<file path="config.mk">
export PLATFORM = sky130hd
export DESIGN_NAME = axi_burst_stream_reader
export DESIGN_NICKNAME = d
export VERILOG_FILES = /design/src/rtl/fetch_pkg.sv /design/src/rtl/fetch_sync_fifo.sv /design/src/rtl/axi_burst_stream_reader.sv
export SDC_FILE = /design/constraint.sdc
export NUM_CORES = 1
export LEC_CHECK = 0
export ABC_CLOCK_PERIOD_IN_PS = 3700
export BUFFER_PORTS_ARGS = -buffer_cell sky130_fd_sc_hd__clkbuf_2
export CELL_PAD_IN_SITES_DETAIL_PLACEMENT = 1
export CELL_PAD_IN_SITES_GLOBAL_PLACEMENT = 1
export CORE_MARGIN = 3
export CORE_UTILIZATION = 48
export CTS_CLUSTER_DIAMETER = 80
export CTS_CLUSTER_SIZE = 28
export DETAILED_ROUTE_END_ITERATION = 12
export MAX_ROUTING_LAYER = met4
export PLACE_DENSITY_LB_ADDON = 0.05
export SLEW_MARGIN = 10
export SYNTH_ARGS = -nofsm -noshare
export SYNTH_HDL_FRONTEND = slang
export SYNTH_SLANG_ARGS = --single-unit
</file>
<file path="constraint.sdc">
create_clock -name m_axi_aclk -period 3.7 [get_ports m_axi_aclk]
set_clock_uncertainty 0.05 [all_clocks]
set_input_delay 0.185 -clock m_axi_aclk [delete_from_list [all_inputs] [get_ports m_axi_aclk]]
set_output_delay 0.185 -clock m_axi_aclk [all_outputs]
set_load 0.02 [all_outputs]
</file>
<file path="src/rtl/fetch_pkg.sv">
// Shared FSM encoding, AXI constants and helpers for the burst stream reader.
package fetch_pkg;

  typedef enum logic [2:0] {IDLE, CALC, ADDR, DATA, DRAIN} fetch_state_t;

  localparam logic [1:0] BURST_INCR  = 2'b01;
  localparam logic [1:0] RESP_OKAY   = 2'b00;
  localparam int         BOUNDARY_4K = 4096;

  function automatic int clog2_bytes(input int width);
    return $clog2(width / 8);
  endfunction

endpackage

</file>
<file path="src/rtl/fetch_sync_fifo.sv">
// First-word-fall-through synchronous FIFO with occupancy count; the head word
// is read straight out of storage so rd_data is valid whenever empty is low.
module fetch_sync_fifo #(
  parameter int WIDTH = 32,
  parameter int DEPTH = 32
) (
  input  logic                     clk,
  input  logic                     reset,
  input  logic                     wr_en,
  input  logic [WIDTH-1:0]         wr_data,
  input  logic                     rd_en,
  output logic [WIDTH-1:0]         rd_data,
  output logic                     empty,
  output logic                     full,
  output logic [$clog2(DEPTH):0]   count
);

  localparam int AW = $clog2(DEPTH);

  logic [WIDTH-1:0] mem [DEPTH];
  logic [AW-1:0]    wr_ptr;
  logic [AW-1:0]    rd_ptr;
  logic             do_push;
  logic             do_pop;

  assign empty   = (count == '0);
  assign full    = (count == (AW+1)'(DEPTH));
  assign do_pop  = rd_en && !empty;
  // A push into a full FIFO is only accepted when a pop frees the slot in the same cycle.
  assign do_push = wr_en && (!full || do_pop);
  assign rd_data = mem[rd_ptr];

  always_ff @(posedge clk) begin
    if (reset) begin
      wr_ptr <= '0;
      rd_ptr <= '0;
      count  <= '0;
    end else begin
      if (do_push) wr_ptr <= wr_ptr + AW'(1);
      if (do_pop)  rd_ptr <= rd_ptr + AW'(1);
      if (do_push && !do_pop)      count <= count + (AW+1)'(1);
      else if (do_pop && !do_push) count <= count - (AW+1)'(1);
    end
  end

  always_ff @(posedge clk) begin
    if (do_push) mem[wr_ptr] <= wr_data;
  end

  always_ff @(posedge clk) begin
    if (!reset) assert (!(wr_en && full && !rd_en));
  end

endmodule

</file>
<file path="src/rtl/axi_burst_stream_reader.sv">
// AXI4 read master: splits a beat-count request into 4 KB-safe bursts and streams the data on AXIS.
// Optional build macro FETCH_ERR_ABORT_EN stops issuing bursts after the first read error.
module axi_burst_stream_reader
  import fetch_pkg::*;
#(
  parameter int C_M_AXI_ID_WIDTH   = 8,
  parameter int C_M_AXI_ADDR_WIDTH = 32,
  parameter int C_M_AXI_DATA_WIDTH = 32,
  parameter int C_MAX_BURST_LEN    = 16,
  parameter int C_FIFO_DEPTH       = 32,
  parameter int C_LEN_WIDTH        = 20
) (
  input  logic                          m_axi_aclk,
  input  logic                          m_axi_areset,
  input  logic                          start,
  input  logic [C_M_AXI_ADDR_WIDTH-1:0] start_addr,
  input  logic [C_LEN_WIDTH-1:0]        xfer_beats,
  output logic                          busy,
  output logic                          done,
  output logic                          rd_err,
  output logic [C_M_AXI_ID_WIDTH-1:0]   m_axi_arid,
  output logic [C_M_AXI_ADDR_WIDTH-1:0] m_axi_araddr,
  output logic [7:0]                    m_axi_arlen,
  output logic [2:0]                    m_axi_arsize,
  output logic [1:0]                    m_axi_arburst,
  output logic                          m_axi_arlock,
  output logic [3:0]                    m_axi_arcache,
  output logic [2:0]                    m_axi_arprot,
  output logic                          m_axi_arvalid,
  input  logic                          m_axi_arready,
  input  logic [C_M_AXI_ID_WIDTH-1:0]   m_axi_rid,
  input  logic [C_M_AXI_DATA_WIDTH-1:0] m_axi_rdata,
  input  logic [1:0]                    m_axi_rresp,
  input  logic                          m_axi_rlast,
  input  logic                          m_axi_rvalid,
  output logic                          m_axi_rready,
  output logic [C_M_AXI_DATA_WIDTH-1:0] m_axis_tdata,
  output logic                          m_axis_tvalid,
  output logic                          m_axis_tlast,
  input  logic                          m_axis_tready
);

  localparam int BYTES_LOG = clog2_bytes(C_M_AXI_DATA_WIDTH);
  localparam int CNT_W     = $clog2(C_FIFO_DEPTH) + 1;

  fetch_state_t                  state, state_next;
  logic [C_M_AXI_ADDR_WIDTH-1:0] addr;
  logic [C_LEN_WIDTH-1:0]        remaining;
  logic [C_LEN_WIDTH-1:0]        pop_left;
  logic [C_LEN_WIDTH-1:0]        trim;
  logic [8:0]                    blen, blen_m1, calc_blen, owed;
  logic [CNT_W-1:0]              fifo_count;
  logic                          fifo_empty, fifo_full;
  logic                          ar_hs, r_hs, r_err, r_last_hs, pop, last_pop;
  logic                          credit_ok, stop_fetch;
  logic [31:0]                   to_boundary, cap, free_slots;
  logic                          unused_ok;

  assign m_axi_arid    = '0;
  assign m_axi_arsize  = 3'(BYTES_LOG);
  assign m_axi_arburst = BURST_INCR;
  assign m_axi_arlock  = 1'b0;
  assign m_axi_arcache = 4'b0011;
  assign m_axi_arprot  = 3'b000;

  assign ar_hs         = m_axi_arvalid && m_axi_arready;
  assign m_axi_rready  = (state == DATA);
  assign r_hs          = m_axi_rvalid && m_axi_rready;
  assign r_err         = r_hs && (m_axi_rresp != RESP_OKAY);
  assign r_last_hs     = r_hs && m_axi_rlast;
  assign m_axis_tvalid = !fifo_empty;
  assign pop           = m_axis_tvalid && m_axis_tready;
  assign m_axis_tlast  = m_axis_tvalid && (pop_left == C_LEN_WIDTH'(1));
  assign last_pop      = (state == DRAIN) && pop && (fifo_count == CNT_W'(1));
  assign blen_m1       = blen - 9'd1;
  assign unused_ok     = ^{m_axi_rid, fifo_full, blen_m1[8]};

`ifdef FETCH_ERR_ABORT_EN
  // After an error, let the burst in flight finish and fetch nothing more.
  assign stop_fetch = rd_err || r_err;
`else
  assign stop_fetch = 1'b0;
`endif

  // Beats not fetched because of an abort are removed from the tlast countdown.
  assign trim = (r_last_hs && stop_fetch) ? remaining : '0;

  always_comb begin
    to_boundary = (32'(BOUNDARY_4K) - 32'(addr[11:0])) >> BYTES_LOG;
    cap = 32'(C_MAX_BURST_LEN);
    if (32'(remaining) < cap) cap = 32'(remaining);
    if (to_boundary < cap)    cap = to_boundary;
    calc_blen  = 9'(cap);
    free_slots = 32'(C_FIFO_DEPTH) - 32'(fifo_count);
    credit_ok  = (32'(owed) + 32'(blen)) <= free_slots;
  end

  always_comb begin
    state_next = state;
    case (state)
      IDLE:    if (start && xfer_beats != '0) state_next = CALC;
      CALC:    state_next = ADDR;
      ADDR:    if (ar_hs) state_next = DATA;
      DATA:    if (r_last_hs) state_next = (remaining != '0 && !stop_fetch) ? CALC : DRAIN;
      DRAIN:   if (last_pop) state_next = IDLE;
      default: state_next = IDLE;
    endcase
  end

  always_ff @(posedge m_axi_aclk) begin
    if (m_axi_areset) state <= IDLE;
    else              state <= state_next;
  end

  always_ff @(posedge m_axi_aclk) begin
    if (m_axi_areset) begin
      addr          <= '0;
      remaining     <= '0;
      pop_left      <= '0;
      blen          <= '0;
      owed          <= '0;
      busy          <= 1'b0;
      done          <= 1'b0;
      rd_err        <= 1'b0;
      m_axi_arvalid <= 1'b0;
      m_axi_araddr  <= '0;
      m_axi_arlen   <= '0;
    end else begin
      done <= 1'b0;
      if (state == IDLE && start) begin
        if (xfer_beats == '0) begin
          done <= 1'b1;
        end else begin
          addr      <= start_addr;
          remaining <= xfer_beats;
          pop_left  <= xfer_beats;
          rd_err    <= 1'b0;
          busy      <= 1'b1;
        end
      end else begin
        pop_left <= pop_left - C_LEN_WIDTH'(pop) - trim;
      end
      if (state == CALC) blen <= calc_blen;
      // AR fields are captured once and held until the slave accepts them.
      if (state == ADDR && !m_axi_arvalid && credit_ok) begin
        m_axi_arvalid <= 1'b1;
        m_axi_araddr  <= addr;
        m_axi_arlen   <= blen_m1[7:0];
      end
      if (ar_hs) begin
        m_axi_arvalid <= 1'b0;
        addr          <= addr + (C_M_AXI_ADDR_WIDTH'(blen) << BYTES_LOG);
        remaining     <= remaining - C_LEN_WIDTH'(blen);
        owed          <= blen;
      end
      if (r_hs)  owed   <= r_last_hs ? 9'd0 : owed - 9'd1;
      if (r_err) rd_err <= 1'b1;
      if (last_pop) begin
        busy <= 1'b0;
        done <= 1'b1;
      end
    end
  end

  fetch_sync_fifo #(
    .WIDTH (C_M_AXI_DATA_WIDTH),
    .DEPTH (C_FIFO_DEPTH)
  ) u_fifo (
    .clk     (m_axi_aclk),
    .reset   (m_axi_areset),
    .wr_en   (r_hs),
    .wr_data (m_axi_rdata),
    .rd_en   (pop),
    .rd_data (m_axis_tdata),
    .empty   (fifo_empty),
    .full    (fifo_full),
    .count   (fifo_count)
  );

endmodule

</file>
# == After elaboration in Yosys (flattened, before gate mapping) ==
# Memory sizes are Yosys's and may differ from the RTL's. A register that Yosys moved wholly into a read port is not among the register bits.
# Index checks and enable logic that the tools add are counted.
# totals
n_memories,1
input_bits,101
mem_bits_rw,1024
reg_bits,153
# memory_table
name,words,width,rd,rd_clocked_by_memory_dff,wr,line,source
u_fifo.mem,32,32,1,1,1,fetch_sync_fifo.sv:20,logic [WIDTH-1:0] mem [DEPTH];
# op_classes
add_sub_neg,12
n_bitwise,1
n_reduce_logical,38
n_eq_ne,14
magnitude_cmp,3
muxes,30
# ops
cell,count
$mux W20,5
$mux W32,3
$reduce_bool A20 Y1,2
$mux W9,4
$add A32 B11 Y32,1
$le A10 B32 Y1,1
$lt A30 B20 Y1,1
$eq A20 B1 Y1 const B,1
$logic_not A20 Y1,1
$lt A20 B5 Y1 const B,1
$sub A20 B1 Y20,1
$sub A20 B9 Y20,1
$logic_and A1 B1 Y1,16
$mux W3,5
$pmux W3 S5,1
$sub A13 B12 Y14 const A,1
$mux W6,2
$ne A2 B2 Y1 const B,6
$add A5 B1 Y5 const B,2
$add A9 B9 Y10,1
$mux W5,2
$reduce_bool A2 Y1,5
$sub A9 B1 Y9 const B,1
$mux W1,8
18 further kinds,26

# == Depth between registers and ports, before layout ==
# depth
word_depth,10
depth_mapped,16

# == Modules after synthesis ==
# A second synthesis with hierarchy kept.
# unflattened
cells_unflattened,3163
area_unflattened_um2,49257.2
# by_module_without_submodules
module,area_per_inst_um2,instances,cells_each
fetch_sync_fifo,40402.5,1,2050
axi_burst_stream_reader,8854.7,1,1113

# == Least setup slack after synthesis ==
# OpenSTA, ideal clock, no wires.
# synth_timing
path_type,register -> register
from,register blen[0]
to,register m_axi_arlen[1]
path_stages_with_launch,17
synth_period_minus_slack_ns,3.532
arrival_ns,3.397
required_ns,3.564
setup_slack_ns,0.168
cell_sequence,dfxtp_1 -> ha_1 -> inv_1 -> fa_1 -> nor2b_1 -> o21ai_0 -> a21boi_0 -> o21a_1 -> o41a_1 -> xor2_1 -> ha_1 -> nand4_1 -> o31ai_1 -> o21a_1 -> clkbuf_1 -> a21oi_1 -> a211oi_1
# synth_between
elab_chain_cells,3
word_cells_on_any_way,4
classes_between,2 x add/sub; 1 x order compare; 1 x reduce/logical
# synth_lines
element,line,source
start: declaration,axi_burst_stream_reader.sv:51,"logic [8:0] blen, blen_m1, calc_blen, owed;"
start signal: assignment,axi_burst_stream_reader.sv:143,if (state == CALC) blen <= calc_blen;
$add A9 B9 Y10,axi_burst_stream_reader.sv:95,credit_ok = (32'(owed) + 32'(blen)) <= free_slots;
$le A10 B32 Y1,axi_burst_stream_reader.sv:95,
$logic_and A1 B1 Y1,axi_burst_stream_reader.sv:145,if (state == ADDR && !m_axi_arvalid && credit_ok) begin
end signal: assignment,axi_burst_stream_reader.sv:148,m_axi_arlen <= blen_m1[7:0];
end: declaration,axi_burst_stream_reader.sv:23,"output logic [7:0] m_axi_arlen,"
# Several ways; a longest one is shown, not always the timed one.
# A chain may end at the register's enable or synchronous reset.

==> flow_results.xml <==
<?xml version="1.0" encoding="UTF-8"?>
<metrics>
  <group name="route">
    <metric name="drt.antenna.violating_nets" unit="">0</metric>
    <metric name="drt_pass1_iterations" unit="">5</metric>
    <metric name="wire_per_inst" unit="um">29.8</metric>
    <metric name="per_cell_via_count_in_the_routed_design" unit="">6.22</metric>
    <metric name="vias" unit="">26919</metric>
    <metric name="drc" unit="">0</metric>
    <metric name="routed_wirelength" unit="um">129000</metric>
    <metric name="number_of_design_rule_violations_left_by_the_first_detailed_router_iteration" unit="">2613</metric>
  </group>
  <group name="job">
    <metric name="maxCapViolCount" unit="">0</metric>
  </group>
  <group name="clock_network">
    <metric name="clk_pin_slew_worst_paths" unit="ns">0.10</metric>
    <metric name="tritoncts" unit="">done</metric>
    <metric name="clock_tree.htree_level_count" unit="">2</metric>
    <metric name="clock_sinks" unit="">1182</metric>
    <metric name="cts_max_path_buffers" unit="">3</metric>
    <metric name="cts-root-buf" unit="">clkbuf_16</metric>
    <metric name="cts_inserted_buffers" unit="">54</metric>
    <metric name="clock_insertion_delay_at_the_later_pin_of_the_skew_report" unit="ns">0.69</metric>
  </group>
  <group name="global_routing">
    <metric name="gr-usage-met2" unit="%">40.5</metric>
    <metric name="globalRouteMet1Util" unit="%">35.9</metric>
    <metric name="use_met3" unit="%">3.84</metric>
    <metric name="wire_length_of_the_first_global_routing_pass" unit="um">191000</metric>
    <metric name="groute.usage.overall" unit="%">25.7</metric>
    <metric name="overflow" unit="">0</metric>
    <metric name="maximum_number_of_pins_on_one_net_before_global_route_repair" unit="">86</metric>
    <metric name="busiest_layer" unit="">met2</metric>
    <metric name="vias_in_the_first_global_route" unit="">28002</metric>
    <metric name="grt_antenna_before_repair" unit="">9</metric>
  </group>
  <group name="die">
    <metric name="die_w" unit="um">324</metric>
    <metric name="top_level_ports" unit="">201</metric>
    <metric name="die_y_extent" unit="um">324</metric>
    <metric name="std_cell_rows" unit="">115</metric>
    <metric name="dieArea" unit="sq mm">0.105</metric>
    <metric name="initial_utilization" unit="%">48.8</metric>
    <metric name="design.core.area" unit="sq mm">0.0991</metric>
  </group>
  <group name="power">
    <metric name="total_switching_power" unit="W">0.00817</metric>
    <metric name="power_density" unit="mW/mm^2">531</metric>
    <metric name="comb_power_share" unit="%">23.7</metric>
    <metric name="sequentialPowerShare" unit="%">51.6</metric>
    <metric name="pwr-share-clk" unit="%">24.7</metric>
    <metric name="sw_frac_of_total" unit="%">28.2</metric>
    <metric name="p_leak" unit="nW">17.2</metric>
    <metric name="power_report.internal_total" unit="W">0.0208</metric>
    <metric name="power.total" unit="W">0.0289</metric>
    <metric name="peak_supply_drop" unit="V">0.000457</metric>
  </group>
  <group name="synthesis">
    <metric name="synth.ff_latch_count" unit="">1182</metric>
    <metric name="combinational_family_with_the_most_area_after_synthesis" unit="">multiplexers</metric>
    <metric name="muxShareOfSynthArea" unit="%">15.8</metric>
    <metric name="synthesized_area_fraction_occupied_by_xor_and_xnor_cells" unit="%">0.742</metric>
    <metric name="synthArstFlopShare" unit="%">0</metric>
    <metric name="synthesis.area" unit="sq mm">0.0484</metric>
    <metric name="post_synth_fa_ha_maj_area_fraction" unit="%">1.67</metric>
    <metric name="syn-instance-count" unit="">2718</metric>
    <metric name="synth-simple-area-share" unit="%">5.07</metric>
    <metric name="syn_area_per_cell" unit="sq um">17.8</metric>
    <metric name="area_fraction_in_compound_gates_after_synthesis" unit="%">4.73</metric>
    <metric name="yosys_warnings" unit="">0</metric>
    <metric name="dominantRegCellSynth" unit="">edfxtp_1</metric>
    <metric name="number_of_different_library_cells_in_the_post_synthesis_netlist" unit="">87</metric>
    <metric name="synth_edf_count" unit="">1024</metric>
    <metric name="synth-seq-area-share" unit="%">70.1</metric>
  </group>
  <group name="worst_setup_path">
    <metric name="worst-endpoint-arrival" unit="ns">3.30</metric>
    <metric name="path_class" unit="">reg2out</metric>
    <metric name="rrSetupSlack" unit="ns">0.16</metric>
    <metric name="reg2reg_from" unit="">addr[0]</metric>
    <metric name="critical_path_required" unit="ns">3.46</metric>
    <metric name="cp-start-kind" unit="">register</metric>
    <metric name="worst_path_fanout_max" unit="">28</metric>
    <metric name="kind_of_end_point_of_the_critical_path" unit="">output port</metric>
    <metric name="critical-path-max-stage-delay" unit="ns">0.56</metric>
    <metric name="slowest_stage" unit="">mux4_2</metric>
    <metric name="worstReg2RegEnd" unit="">blen[3]</metric>
    <metric name="critical_path.top_delay_family" unit="">multiplexers</metric>
    <metric name="worstPathCellList" unit="">buf_12, buf_12, mux4_2, mux4_2, mux2_2, clkbuf_2</metric>
    <metric name="cp.buffers_inverters" unit="">3</metric>
    <metric name="rr_worst_depth" unit="">14</metric>
    <metric name="number_of_gates_on_the_worst_path_with_buffers_counted" unit="">6</metric>
  </group>
  <group name="sta">
    <metric name="period_minus_slack" unit="ns">3.54</metric>
    <metric name="finalWorstSetupSlack" unit="ns">0.163</metric>
    <metric name="max_transition_margin" unit="%">25.4</metric>
    <metric name="hold_slack" unit="ns">0.0528</metric>
    <metric name="setup_viol_count_final" unit="">0</metric>
    <metric name="worst_pin_slew" unit="ns">1.11</metric>
    <metric name="finalHoldViolCount" unit="">0</metric>
    <metric name="layout_worst_path_cycle_share" unit="%">95.6</metric>
    <metric name="max_freq" unit="MHz">283</metric>
    <metric name="drv_slew" unit="">0</metric>
  </group>
  <group name="finish">
    <metric name="nets" unit="">3169</metric>
    <metric name="area_overhead_of_the_layout_relative_to_synthesis" unit="%">12.6</metric>
    <metric name="post_route_cells_drive_above_1_share" unit="%">27.2</metric>
    <metric name="finalCoreUtilization" unit="%">55.0</metric>
    <metric name="final_design_area_no_fill" unit="sq mm">0.0545</metric>
  </group>
  <group name="placed_design">
    <metric name="place_congestion" unit="">0.870</metric>
    <metric name="preCtsSetupSlack" unit="ns">0.0754</metric>
    <metric name="placement.cell_area" unit="sq mm">0.0519</metric>
    <metric name="buffer_ports.inserted" unit="">171</metric>
    <metric name="detailedPlacementHpwl" unit="um">78800</metric>
  </group>
  <group name="hold_path">
    <metric name="min_path_cells" unit="">1</metric>
    <metric name="timing.hold.worst_endpoint" unit="">u_fifo.mem[15][12]</metric>
    <metric name="worst_hold_startpoint" unit="">m_axi_rdata[12]</metric>
    <metric name="hold_path.class" unit="">in2reg</metric>
  </group>
  <group name="run_status">
    <metric name="outcome" unit="">completed</metric>
  </group>
</metrics>
## cell type report
type / count / area, sq um
tap: 1287 / 1610
antenna: 9 / 22.5
timing repair buffer: 373 / 3090
multi-input combinational: 1355 / 14000
fill: 8909 / 44600
inverter: 39 / 146
sequential: 1182 / 33900
clock inverter: 19 / 250
clock buffer: 63 / 1430
## state kept, by name, summed over array words and instances, names as in the netlist, 6 cells and up, named ones only
signal	count
addr	32
blen	9
m_axi_araddr	32
m_axi_arlen	8
owed	9
pop_left	20
remaining	20
u_fifo.count	6
u_fifo.mem	1024
## metal layers
layer / vias to the layer above / routed length (um) / part of all wire, %
met5: - / 0 / 0
met4: 0 / 2550 / 2.0
met3: 140 / 7340 / 5.7
met2: 810 / 63300 / 49
met1: 14472 / 55900 / 43
li1: 11497 / - / -
## cells in the mapped netlist, types with 16 or more instances
cell type	number	area, sq um
mux2_2	35	394
o21ai_0	79	395
nor2_1	134	503
nand2_1	120	450
buf_2	32	160
a31oi_1	38	238
a211oi_1	16	120
nor3_1	43	215
xor2_1	17	149
dfxtp_1	158	3160
ha_1	60	751
nand4_1	23	144
xnor2_1	24	210
a21oi_1	119	596
edfxtp_1	1024	30700
mux4_2	320	7210
inv_1	39	146
nor4_1	17	106
clkbuf_1	91	342
nand3_1	68	340
buf_4	25	188
## metrics by stage
step / instances / setup TNS, ns
floorplan: 2743 / 0
global placement: 4162 / 0
detailed placement: 4162 / 0
CTS: 4311 / 0
global route: 4327 / -0.0193
finish: 4327 / 0
## power groups by stage
stage	clock network (W)	registers [W]	logic, W
2_1_floorplan	0	0.0151	0.00447
3_3_place_gp	0	0.0152	0.00638
3_5_place_dp	0	0.0152	0.00655
4_1_cts	0.00737	0.0149	0.00663
5_1_grt	0.00784	0.0150	0.00740
6_report	0.00714	0.0149	0.00686
## cells in the final DEF, fill, tap and decap left out, types with 14 or more instances in the layout
cell,count
o21ai_0,74
a211oi_1,16
nor4_1,17
mux4_2,320
nand2_1,120
edfxtp_1,1024
mux2_2,35
nand3_1,67
nor2_4,33
clkbuf_16,56
xor2_1,17
nand4_1,23
conb_1,27
inv_1,39
dlygate4sd3_1,67
buf_4,91
a21oi_1,115
nor2_1,100
xnor2_1,24
o21a_1,14
dfxtp_1,151
buf_12,40
a31oi_1,38
ha_1,60
nor3_1,41
or3_1,14
clkbuf_2,170
## worst max path at each step
stage,start,end,slack (ns)
finish,register,m_axis_tdata[21],0.16
global route,addr[0],blen[2],-0.02
CTS,register,m_axis_tdata[4],0.04
detailed placement,blen[0],m_axi_arlen[3],0.08
global placement,addr[1],blen[2],0.1
floorplan,blen[0],m_axi_arlen[1],0.17
## kinds of logic (layout without fill, tap and decap cells)
kind of cell / Yosys count / count (layout)
adder cells (fa/ha/maj): 63 / 63
XOR/XNOR: 41 / 41
other: 2 / 36
multiplexers: 360 / 360
buffers and inverters: 206 / 494
AND/OR/NAND/NOR: 500 / 500
flip-flops: 1182 / 1182
AO/OA/AOI/OAI: 364 / 364
## what timing repair did
item | 4_1_cts | 5_1_grt
endpoints found under the setup margin | 0 | 61
setup buffers | 0 | 6
hold buffers | 67 | 0
gates resized for setup | 0 | 34
endpoints found under the hold margin | 128 | 0
Note: power is estimated with default switching activity, not from simulation.
